File: src/rtl/prefetch_pkg.sv
// Shared types and line geometry for the stream prefetcher.
// Holds the address/line widths used by the controller and its buffer,
// the FSM state encoding, the buffer entry layout and a tag helper.
package prefetch_pkg;

    localparam int ADDR_W     = 32;
    localparam int LINE_BYTES = 32;
    localparam int OFF        = $clog2(LINE_BYTES);
    localparam int TAG_W      = ADDR_W - OFF;
    localparam int LINE_W     = LINE_BYTES * 8;

    typedef logic [LINE_W-1:0] line_t;
    typedef logic [TAG_W-1:0]  tag_t;

    typedef struct packed {
        logic  valid;
        tag_t  tag;
        line_t data;
    } pf_entry_t;

    typedef logic [1:0] pf_state_t;
    localparam pf_state_t ST_IDLE     = 2'd0;
    localparam pf_state_t ST_DEMAND   = 2'd1;
    localparam pf_state_t ST_WRITE    = 2'd2;
    localparam pf_state_t ST_PREFETCH = 2'd3;

    // Line number of a byte address (drops the in-line offset).
    function automatic tag_t line_tag(input logic [ADDR_W-1:0] addr);
        return addr[ADDR_W-1:OFF];
    endfunction

endpackage

File: src/rtl/pf_buffer.sv
// Fully associative prefetch line buffer with round-robin replacement.
// Ports:
//   clk, reset                  clock, async active-high reset (clears valids, rr pointer)
//   lookup_tag/hit/data         combinational lookup for the L2 request line
//   probe_tag/hit               combinational presence check for the next prefetch line
//   inv_en, inv_tag             drop any entry holding inv_tag
//   wr_en, wr_tag, wr_data      fill the entry at the round-robin pointer, then advance it
module pf_buffer
    import prefetch_pkg::*;
#(
    parameter int ENTRIES = 4
) (
    input  logic  clk,
    input  logic  reset,
    input  tag_t  lookup_tag,
    output logic  lookup_hit,
    output line_t lookup_data,
    input  tag_t  probe_tag,
    output logic  probe_hit,
    input  logic  inv_en,
    input  tag_t  inv_tag,
    input  logic  wr_en,
    input  tag_t  wr_tag,
    input  line_t wr_data
);

    localparam int PTR_W = (ENTRIES > 1) ? $clog2(ENTRIES) : 1;

    pf_entry_t          ents [ENTRIES];
    logic [PTR_W-1:0]   rr_ptr;

    // A line is only ever fetched when absent, so at most one entry matches.
    always_comb begin
        lookup_hit  = 1'b0;
        lookup_data = '0;
        probe_hit   = 1'b0;
        for (int i = 0; i < ENTRIES; i++) begin
            if (ents[i].valid && ents[i].tag == lookup_tag) begin
                lookup_hit  = 1'b1;
                lookup_data = ents[i].data;
            end
            if (ents[i].valid && ents[i].tag == probe_tag) begin
                probe_hit = 1'b1;
            end
        end
    end

    always_ff @(posedge clk or posedge reset) begin
        if (reset) begin
            for (int i = 0; i < ENTRIES; i++) begin
                ents[i] <= '0;
            end
            rr_ptr <= '0;
        end else begin
            for (int i = 0; i < ENTRIES; i++) begin
                if (inv_en && ents[i].valid && ents[i].tag == inv_tag) begin
                    ents[i].valid <= 1'b0;
                end
            end
            if (wr_en) begin
                ents[rr_ptr] <= '{valid: 1'b1, tag: wr_tag, data: wr_data};
                rr_ptr       <= (rr_ptr == PTR_W'(ENTRIES - 1)) ? '0 : rr_ptr + 1'b1;
            end
        end
    end

endmodule

File: src/rtl/stream_prefetch_ctrl.sv
// Next-N-line stream prefetcher between the L2 cache and physical memory.
// Demand read misses go to pmem and start a stream of up to DEPTH sequential
// line prefetches into pf_buffer; later L2 reads that hit the buffer complete
// in the same cycle. Writes pass straight through and invalidate the buffered copy.
// Line geometry (ADDR_W, LINE_BYTES) comes from prefetch_pkg.
// Ports:
//   clk, reset            clock, async active-high reset
//   pf_en                 prefetch enable (0 = pass-through)
//   l2_read/l2_write      L2 request, held until l2_resp
//   l2_address/l2_wdata   request address (offset ignored) and write line
//   l2_rdata/l2_resp      read line and one-cycle completion
//   pmem_read/pmem_write  memory request, held until pmem_resp
//   pmem_address/wdata    line-aligned address, write line (= l2_wdata)
//   pmem_rdata/pmem_resp  memory read line and completion
//   dbg_state             current FSM state
// Handshake: a request is held high with stable address/data until its
// completion pulse; the pulse cycle is the last cycle the request is seen.
module stream_prefetch_ctrl
    import prefetch_pkg::*;
#(
    parameter int DEPTH     = 2,
    parameter int ENTRIES   = 4,
    parameter int PAGE_BITS = 12
) (
    input  logic              clk,
    input  logic              reset,
    input  logic              pf_en,
    input  logic              l2_read,
    input  logic              l2_write,
    input  logic [ADDR_W-1:0] l2_address,
    input  line_t             l2_wdata,
    output line_t             l2_rdata,
    output logic              l2_resp,
    output logic              pmem_read,
    output logic              pmem_write,
    output logic [ADDR_W-1:0] pmem_address,
    output line_t             pmem_wdata,
    input  line_t             pmem_rdata,
    input  logic              pmem_resp,
    output pf_state_t         dbg_state
);

    localparam int          PG_W    = ADDR_W - PAGE_BITS;
    localparam logic [3:0]  DEPTH_C = 4'(DEPTH);

    pf_state_t         state;
    logic [ADDR_W-1:0] pf_addr;
    logic [3:0]        pf_count;
    logic [PG_W-1:0]   page_tag;

    logic [ADDR_W-1:0] req_line, dem_next, pf_next;
    logic              dem_in_page, next_in_page, cur_in_page;
    logic              lookup_hit, probe_hit, inv_en, wr_en;
    line_t             lookup_data;
    logic              unused_addr_off;

    assign req_line     = {line_tag(l2_address), {OFF{1'b0}}};
    assign dem_next     = req_line + ADDR_W'(LINE_BYTES);
    assign pf_next      = pf_addr + ADDR_W'(LINE_BYTES);
    // Wrapping past 2^ADDR_W lands in a different page, so it also ends the stream.
    assign dem_in_page  = dem_next[ADDR_W-1:PAGE_BITS] == req_line[ADDR_W-1:PAGE_BITS];
    assign next_in_page = pf_next[ADDR_W-1:PAGE_BITS] == page_tag;
    assign cur_in_page  = pf_addr[ADDR_W-1:PAGE_BITS] == page_tag;
    assign pmem_wdata   = l2_wdata;
    assign dbg_state    = state;
    assign unused_addr_off = ^l2_address[OFF-1:0];

    pf_buffer #(.ENTRIES(ENTRIES)) u_buf (
        .clk         (clk),
        .reset       (reset),
        .lookup_tag  (line_tag(l2_address)),
        .lookup_hit  (lookup_hit),
        .lookup_data (lookup_data),
        .probe_tag   (line_tag(pf_addr)),
        .probe_hit   (probe_hit),
        .inv_en      (inv_en),
        .inv_tag     (line_tag(l2_address)),
        .wr_en       (wr_en),
        .wr_tag      (line_tag(pf_addr)),
        .wr_data     (pmem_rdata)
    );

    always_comb begin
        l2_resp      = 1'b0;
        l2_rdata     = '0;
        pmem_read    = 1'b0;
        pmem_write   = 1'b0;
        pmem_address = '0;
        inv_en       = 1'b0;
        wr_en        = 1'b0;
        case (state)
            ST_IDLE: begin
                if (l2_write) begin
                    inv_en = 1'b1;
                end else if (l2_read && lookup_hit) begin
                    l2_resp  = 1'b1;
                    l2_rdata = lookup_data;
                end
            end
            ST_DEMAND: begin
                pmem_read    = 1'b1;
                pmem_address = req_line;
                if (pmem_resp) begin
                    l2_resp  = 1'b1;
                    l2_rdata = pmem_rdata;
                end
            end
            ST_WRITE: begin
                pmem_write   = 1'b1;
                pmem_address = req_line;
                l2_resp      = pmem_resp;
            end
            default: begin
                pmem_read    = 1'b1;
                pmem_address = pf_addr;
                wr_en        = pmem_resp;
            end
        endcase
    end

    always_ff @(posedge clk or posedge reset) begin
        if (reset) begin
            state    <= ST_IDLE;
            pf_addr  <= '0;
            pf_count <= '0;
            page_tag <= '0;
        end else begin
            case (state)
                ST_IDLE: begin
                    if (l2_write) begin
                        state <= ST_WRITE;
                    end else if (l2_read) begin
                        if (!lookup_hit) begin
                            state <= ST_DEMAND;
                        end else if (!pf_en || !cur_in_page) begin
                            pf_count <= '0;
                        end else begin
                            // A hit shows the stream is in use: extend it by one, capped at DEPTH.
                            pf_count <= (pf_count >= DEPTH_C) ? DEPTH_C : pf_count + 4'd1;
                        end
                    end else if (!pf_en) begin
                        pf_count <= '0;
                    end else if (pf_count != '0) begin
                        if (probe_hit) begin
                            pf_addr  <= pf_next;
                            pf_count <= next_in_page ? pf_count - 4'd1 : '0;
                        end else begin
                            state <= ST_PREFETCH;
                        end
                    end
                end
                ST_DEMAND: begin
                    if (pmem_resp) begin
                        state    <= ST_IDLE;
                        pf_addr  <= dem_next;
                        page_tag <= req_line[ADDR_W-1:PAGE_BITS];
                        pf_count <= (pf_en && dem_in_page) ? DEPTH_C : '0;
                    end
                end
                ST_WRITE: begin
                    if (pmem_resp) begin
                        state <= ST_IDLE;
                    end
                end
                default: begin
                    if (pmem_resp) begin
                        state    <= ST_IDLE;
                        pf_addr  <= pf_next;
                        pf_count <= (pf_en && next_in_page) ? pf_count - 4'd1 : '0;
                    end
                end
            endcase
        end
    end

    a_no_read_write: assert property (@(posedge clk) disable iff (reset) !(l2_read && l2_write));

endmodule
File: config.mk
export PLATFORM = sky130hd
export DESIGN_NAME = stream_prefetch_ctrl
export DESIGN_NICKNAME = d
export VERILOG_FILES = /design/src/rtl/prefetch_pkg.sv /design/src/rtl/pf_buffer.sv /design/src/rtl/stream_prefetch_ctrl.sv
export SDC_FILE = /design/constraint.sdc
export NUM_CORES = 2
export LEC_CHECK = 0
export CAP_MARGIN = 25
export CELL_PAD_IN_SITES_DETAIL_PLACEMENT = 1
export CELL_PAD_IN_SITES_GLOBAL_PLACEMENT = 1
export CORE_AREA = 2 2 424 426
export CTS_BUF_LIST = sky130_fd_sc_hd__clkbuf_16
export CTS_CLUSTER_DIAMETER = 100
export DETAILED_ROUTE_END_ITERATION = 8
export DIE_AREA = 0 0 426 428
export PLACE_DENSITY = 0.85
export SYNTH_ARGS = -nofsm -noshare
export SYNTH_HDL_FRONTEND = slang
export SYNTH_HIERARCHICAL = 1
export SYNTH_SLANG_ARGS = --single-unit
File: constraint.sdc
create_clock -name clk -period 37.9 [get_ports clk]
set_input_delay 5.685 -clock clk [delete_from_list [all_inputs] [get_ports clk]]
set_output_delay 5.685 -clock clk [all_outputs]
set_load 0.1 [all_outputs]
## Word-level counts from Yosys, hierarchy flattened

Index checks and enable logic that the tools add are counted.

| word-level totals | value |
|---|---|
| register bits | 1196 |
| bits in latches | 0 |
| bits in writable memories | 0 |
| ROM bits | 0 |
| input bits | 550 |
| output and inout bits | 549 |
| logic and storage cells | 152 |
| memories | 0 |

| operators by class | value |
|---|---|
| $add $sub $neg | 5 |
| $mul | 0 |
| div/mod/pow operators | 0 |
| $lt $le $gt $ge | 3 |
| equality and inequality tests | 27 |
| shifts and indexed selects | 0 |
| mux-type cells | 65 |
| bitwise logic cells | 2 |
| reduce and logical (&&, ||, !) cells | 33 |

Operators by type and width:

| kind | number |
|---|---|
| 256-bit two-way mux | 7 |
| 1136-bit bitwise mux | 1 |
| 1136-bit two-way mux | 1 |
| 284-bit demux with 2-bit select | 1 |
| 256-bit one-hot mux with 2 select lines | 1 |
| 284-bit two-way mux | 1 |
| 32-bit two-way mux | 7 |
| 27-bit == test | 8 |
| 32-bit one-hot mux with 3 select lines | 1 |
| 32-bit by 6-bit adder with 32-bit output, second input constant | 2 |
| 32-bit one-hot mux with 2 select lines | 1 |
| 20-bit == test | 3 |
| 4-bit two-way mux | 12 |
| 4-bit != test, second input constant | 6 |
| 1-bit logical AND | 20 |
| 1-bit two-way mux | 20 |
| 2-bit two-way mux | 10 |
| 2-bit != test, second input constant | 6 |
| 4-bit one-hot mux with 3 select lines | 1 |
| 8-bit AND reduction | 1 |
| 7-bit AND reduction | 1 |
| 5-bit AND reduction | 1 |
| 4-bit by 1-bit adder with 4-bit output, second input constant | 1 |
| 2-bit == test, second input constant | 2 |
| 18 further kinds | 20 |

## Longest topological paths before layout

| logic depth | value |
|---|---|
| word-level depth | 12 |
| gate-level depth with buffers | 14 |
| gate-level depth less buffers | 11 |

## Modules after synthesis

Netlist, hierarchy kept.

Modules (own cells, without submodules):

| module | times used | cells an instance | area an instance (um^2) | sequential area each (um^2) |
|---|---|---|---|---|
| pf_buffer | 1 | 4747 | 55997.5 | 28477.3 |
| stream_prefetch_ctrl | 1 | 1184 | 9115.0 | 1326.3 |

## Worst setup path before layout

No wires, ideal clock.

| timing | value |
|---|---|
| path kind | input -> output |
| start | in l2_address[28] |
| end | out l2_resp |
| arrival | 9571 ps |
| data required time | 32215 ps |
| path slack | 22644 ps |
| cell stages on the path | 14 |
| path buffers | 6 |
| cell sequence | clkbuf_1 -> xnor2_1 -> nand4_1 -> nor4_4 -> and3_1 -> buf_2 -> buf_4 -> buf_2 -> or3_1 -> nor3b_1 -> clkbuf_1 -> buf_1 -> a21oi_1 -> nor2_1 |

| on the way | value |
|---|---|
| word-level cells in the longest chain between the ends | 10 |
| elaborated cells between the ends (all ways) | 16 |
| those cells by class | eq/ne: 4; mux: 7; reduce/logical: 5 |

Ends and longest elaborated chain:

| item | line | text |
|---|---|---|
| start, declared | stream_prefetch_ctrl.sv:30 | `input logic [ADDR_W-1:0] l2_address,` |
| 27-bit == test | pf_buffer.sv:38 | `if (ents[i].valid && ents[i].tag == lookup_tag) begin` |
| 1-bit logical AND | pf_buffer.sv:38 |  |
| 1-bit two-way mux (3 in a row) | pf_buffer.sv:38 |  |
| 1-bit two-way mux * | pf_buffer.sv:38 |  |
| named net lookup_hit | stream_prefetch_ctrl.sv:53 | `logic lookup_hit, probe_hit, inv_en, wr_en;` |
| 1-bit logical AND * | stream_prefetch_ctrl.sv:95 | `end else if (l2_read && lookup_hit) begin` |
| 1-bit two-way mux * | stream_prefetch_ctrl.sv:95 |  |
| 1-bit two-way mux * | stream_prefetch_ctrl.sv:93 | `if (l2_write) begin` |
| 1-bit one-hot mux with 3 select lines * | stream_prefetch_ctrl.sv:91 | `case (state)` |
| end, declared | stream_prefetch_ctrl.sv:33 | `output logic l2_resp,` |

Mark *: on every way through the listed nets, which the timed path passes. The rest lies on a longest branch.

## Final worst setup path

| timing | value |
|---|---|
| start | in l2_address[20] |
| end | out l2_rdata[214] |

| on the way | value |
|---|---|
| word-level cells in the longest chain between the ends | 10 |
| elaborated cells between the ends (all ways) | 20 |
| those cells by class | eq/ne: 4; mux: 11; reduce/logical: 5 |

Ends and longest elaborated chain:

| item | line | text |
|---|---|---|
| 27-bit == test | pf_buffer.sv:38 |  |
| 1-bit logical AND | pf_buffer.sv:38 |  |
| 1-bit two-way mux (3 in a row) | pf_buffer.sv:38 |  |
| 1-bit two-way mux * | pf_buffer.sv:38 |  |
| named net lookup_hit | stream_prefetch_ctrl.sv:53 |  |
| 1-bit logical AND * | stream_prefetch_ctrl.sv:95 |  |
| 256-bit two-way mux * | stream_prefetch_ctrl.sv:95 |  |
| 256-bit two-way mux * | stream_prefetch_ctrl.sv:93 |  |
| 256-bit one-hot mux with 2 select lines * | stream_prefetch_ctrl.sv:91 |  |
| end, declared | stream_prefetch_ctrl.sv:32 | `output line_t l2_rdata,` |

Marks and branches as above.

==> flow_summary.ini <==
[floorplan]
placeableCoreArea_um2 = 178000
die_area_um2 = 182000
pin_count = 1099
row_count = 155
dieHeight_um = 428
floorplan.initialDensity_pct = 36.7
die_width_um = 426

[global_routing]
grt_use_total_pct = 27.0
grt_pass1_vias = 57350
grt_pass1_wl_mm = 377
pin_count_of_the_biggest_net_entering_global_routing = 151
antenna_found_initial = 63
overflow = 0

[synthesis]
synth_area_leader_cell = dfrtp_1
synth.area.top_cells = dfrtp_1 (46%), mux2_2 (20%), o311a_1 (4.0%), xnor2_1 (3.7%), a22o_1 (3.4%)
postSynthAreaPerCell_um2 = 11.0
yosys_most_used_dff = dfrtp_1
netlist_instances = 5931
async_flop_share_pct = 100
yosysTopAreaCellShare_pct = 45.8
synthDistinctLibCells = 72
yosys_warnings = 6
ys_ff_latch = 1191
mappedNetlistArea_um2 = 65100
synth_seq_area_share_pct = 45.8
synth_enable_flop_cells = 0

[clock_network]
clock_path_buffers = 3
cts_resized = 0
insertion_delay_ns = 0.81
cts_made_buffers = 140
htreeDepth = 4
cts_hold_buffers = 0
cts_root_buffer = clkbuf_16
tritoncts_num_sinks = 1191
clkTransAtPathRegs_ns = 0.05
cts_setup_buffers = 0
clock_tree_from_tritoncts = done

[setup_path]
timing.critical_path.fanout_max = 146
startpoint_types = input pin
crit_slowest_cell = clkdlybuf4s50_1
path_delay_family = buffers and inverters
critical_path_buf_inv_count = 6
crit_path_cell_trace = clkdlybuf4s50_1 -> buf_4 -> xnor2_1 -> nand4_1 -> nor4_1 -> and4_4 -> or3_1 -> nor3b_2 -> buf_12 -> buf_4 -> buf_4 -> a22o_1 -> clkdlybuf4s50_1
critPathKind = input pin to output port
worst_path_largest_cell_delay_ns = 1.27
worst_setup_path_end_kind = output port
critical_path_required_ns = 32.22
worst_path_most_repeated_cell = buf_4
critPathArrivalTime_ns = 12.44

[flow_run]
maxCapViolations = 0

[timing]
period_needed_ns = 18.13
setup_tns_after_final_layout_ns = 0
fmax_ghz = 0.0552
post-route-worst-setup-slack_ns = 19.77
layout_worst_path_cycle_share_pct = 47.8
worst-slew-pin-transition_ns = 1.46
final_hold_viol_count = 0
final_setup_vio_count = 0
rsz0062_at_grt = false
timing.clock.skew_ns = 0.0366
maxSlewViolCount = 0
max_slew_headroom_pct = 2.84

[power]
power.share.clock_pct = 23.4
vdd.ir_drop.worst_mv = 0.0527
internal_power_mw = 3.42
pwr-share-seq_pct = 39.5
power.static_leakage_nw = 31.6
switching_share_pct = 39.5
power.total_mw = 5.65
share_comb_of_total_power_pct = 37.1
power.density_cell_area_nw_per_um2 = 74.5
power.net_switching_mw = 2.23

[route]
final_wirelength_mm = 254
initialDrtViolationCount = 4871
detailed_router_iteration_count_before_antenna_repair = 6
route.vias.total = 52739
routed_wire_length_per_instance_um = 29.9
remaining_drc_errors = 0
ant_nets = 0
via_per_inst = 6.22

[finish]
fillCellCount = 19100
num-nets-final = 6530
ff_latch_area_um2 = 29800
drive_gt1_share_pct = 25.2
multiInputGateArea_um2 = 30900
area_growth_syn_to_layout_pct = 16.4
stdcell_area_um2 = 75800

[place]
hpwl_mm = 150
place.gp.congestion = 0.903
placed_cell_area_um2 = 71000
dpl_worst_slack_ns = 19.73
count_of_buffers_from_port_buffering = 576

[hold_path]
timing.hold.worst.class = flop to flop

[outcome]
run_status = finished, final reports clean
[synth_stat cells, drive strengths merged (5+ instances only)]
master,count
a21oi,37
a22o,256
a22oi,7
a31oi,12
and2,8
and3,6
and4,10
buf,353
clkbuf,488
dfrtp,1191
ha,13
inv,21
mux2,1151
nand2,362
nand2b,5
nand3,279
nand4,349
nor2,46
nor2b,5
nor3,17
nor4,38
o21ai,578
o22a,7
o311a,257
or3,6
or4,8
xnor2,276
xor2,93
[power by group through the flow]
stage / registers, mW / clock network, mW / logic [mW]
final: 2.23 / 1.32 / 2.09
after CTS: 2.22 / 1.35 / 2.08
after global routing: 2.29 / 1.40 / 2.19
after global placement: 2.16 / 0 / 1.96
after floorplan: 2.13 / 0 / 1.64
after detailed placement: 2.22 / 0 / 2.06
[flip-flops by register name (all words and copies together), names as in the netlist]
register / count
page_tag: 20
dbg_state: 2
u_buf/ents: 1136
u_buf/rr_ptr: 2
pf_count: 4
pf_addr: 27
[cells by family after synthesis]
family | synth area share, %
other | 0.00576
and+or+nand+nor | 9.11
adders and majority gates | 0.250
muxes | 20.0
DFF | 45.8
AOI/OAI and AO/OA | 12.9
buffers and inverters | 6.98
xor gates and xnor gates | 4.98
[path summary, 6_finish.rpt]
path                       cells past startpoint            start  slack [ns]                to
max                                           13   l2_address[20]       19.77     l2_rdata[214]
min                                            1  u_buf/ents[538]        0.50   u_buf/ents[538]
max reg2reg                                    9     dbg_state[1]       32.11  u_buf/ents[1045]
min reg2reg                                    1  u_buf/ents[538]        0.50   u_buf/ents[538]
max in group asynchronous                     10            reset       27.25   u_buf/ents[990]
min in group asynchronous                      2            reset        5.47    u_buf/ents[63]
[worst reg2reg max path: stages (launching register included)]
cell and delay (ns):
dfrtp_1 0.43, ha_2 0.50, and2_1 0.46, nand2_4 0.56
buf_4 0.67, buf_4 0.56, buf_12 0.30, buf_4 0.91
buf_4 0.79, mux2_2 0.48
[area by class of cell]
type	instances	share of cell area, %
diodes	50	0.165
well taps	2355	3.89
repair buffers	731	9.93
flip-flops and latches	1191	39.3
clock inverters	110	1.17
multi-input cells	3882	40.7
clock buffers	142	4.69
inverters	21	0.114
[metrics by stage]
step           cells  utilization [%]  hold slack [ns]
2_1_floorplan   5935                -            0.474
3_3_place_gp    8153             39.7            0.481
3_5_place_dp    8172             40.0            0.488
4_1_cts         8424             42.5            0.502
5_1_grt         8478             42.7            0.506
6_report        8482             42.7            0.499
[cells in the final DEF (no fill, tap or decap), drive strengths merged, types with 10 or more instances in the layout]
cell           Yosys  final
diode              0     50
nand2            362    362
and4              10     10
nor3              17     17
o21ai            578    578
nand4            349    349
mux2            1151   1151
xnor2            276    276
buf              353    157
a31oi             12     12
a21oi             37     37
xor2              93     93
nor2              46     46
a22o             256    256
nor4              38     38
o311a            257    257
nand3            279    279
clkinv             0     67
ha                13     13
clkdlybuf4s50      0    574
clkbuf           488    142
inv               21     52
dfrtp           1191   1191
[layer usage]
metal	track usage (%)	routed length, um
met2	44.2	122000
met5	0.344	169
met3	6.53	20200
met1	31.0	93300
met4	18.9	17500
Note: power is estimated with default switching activity, not from simulation.
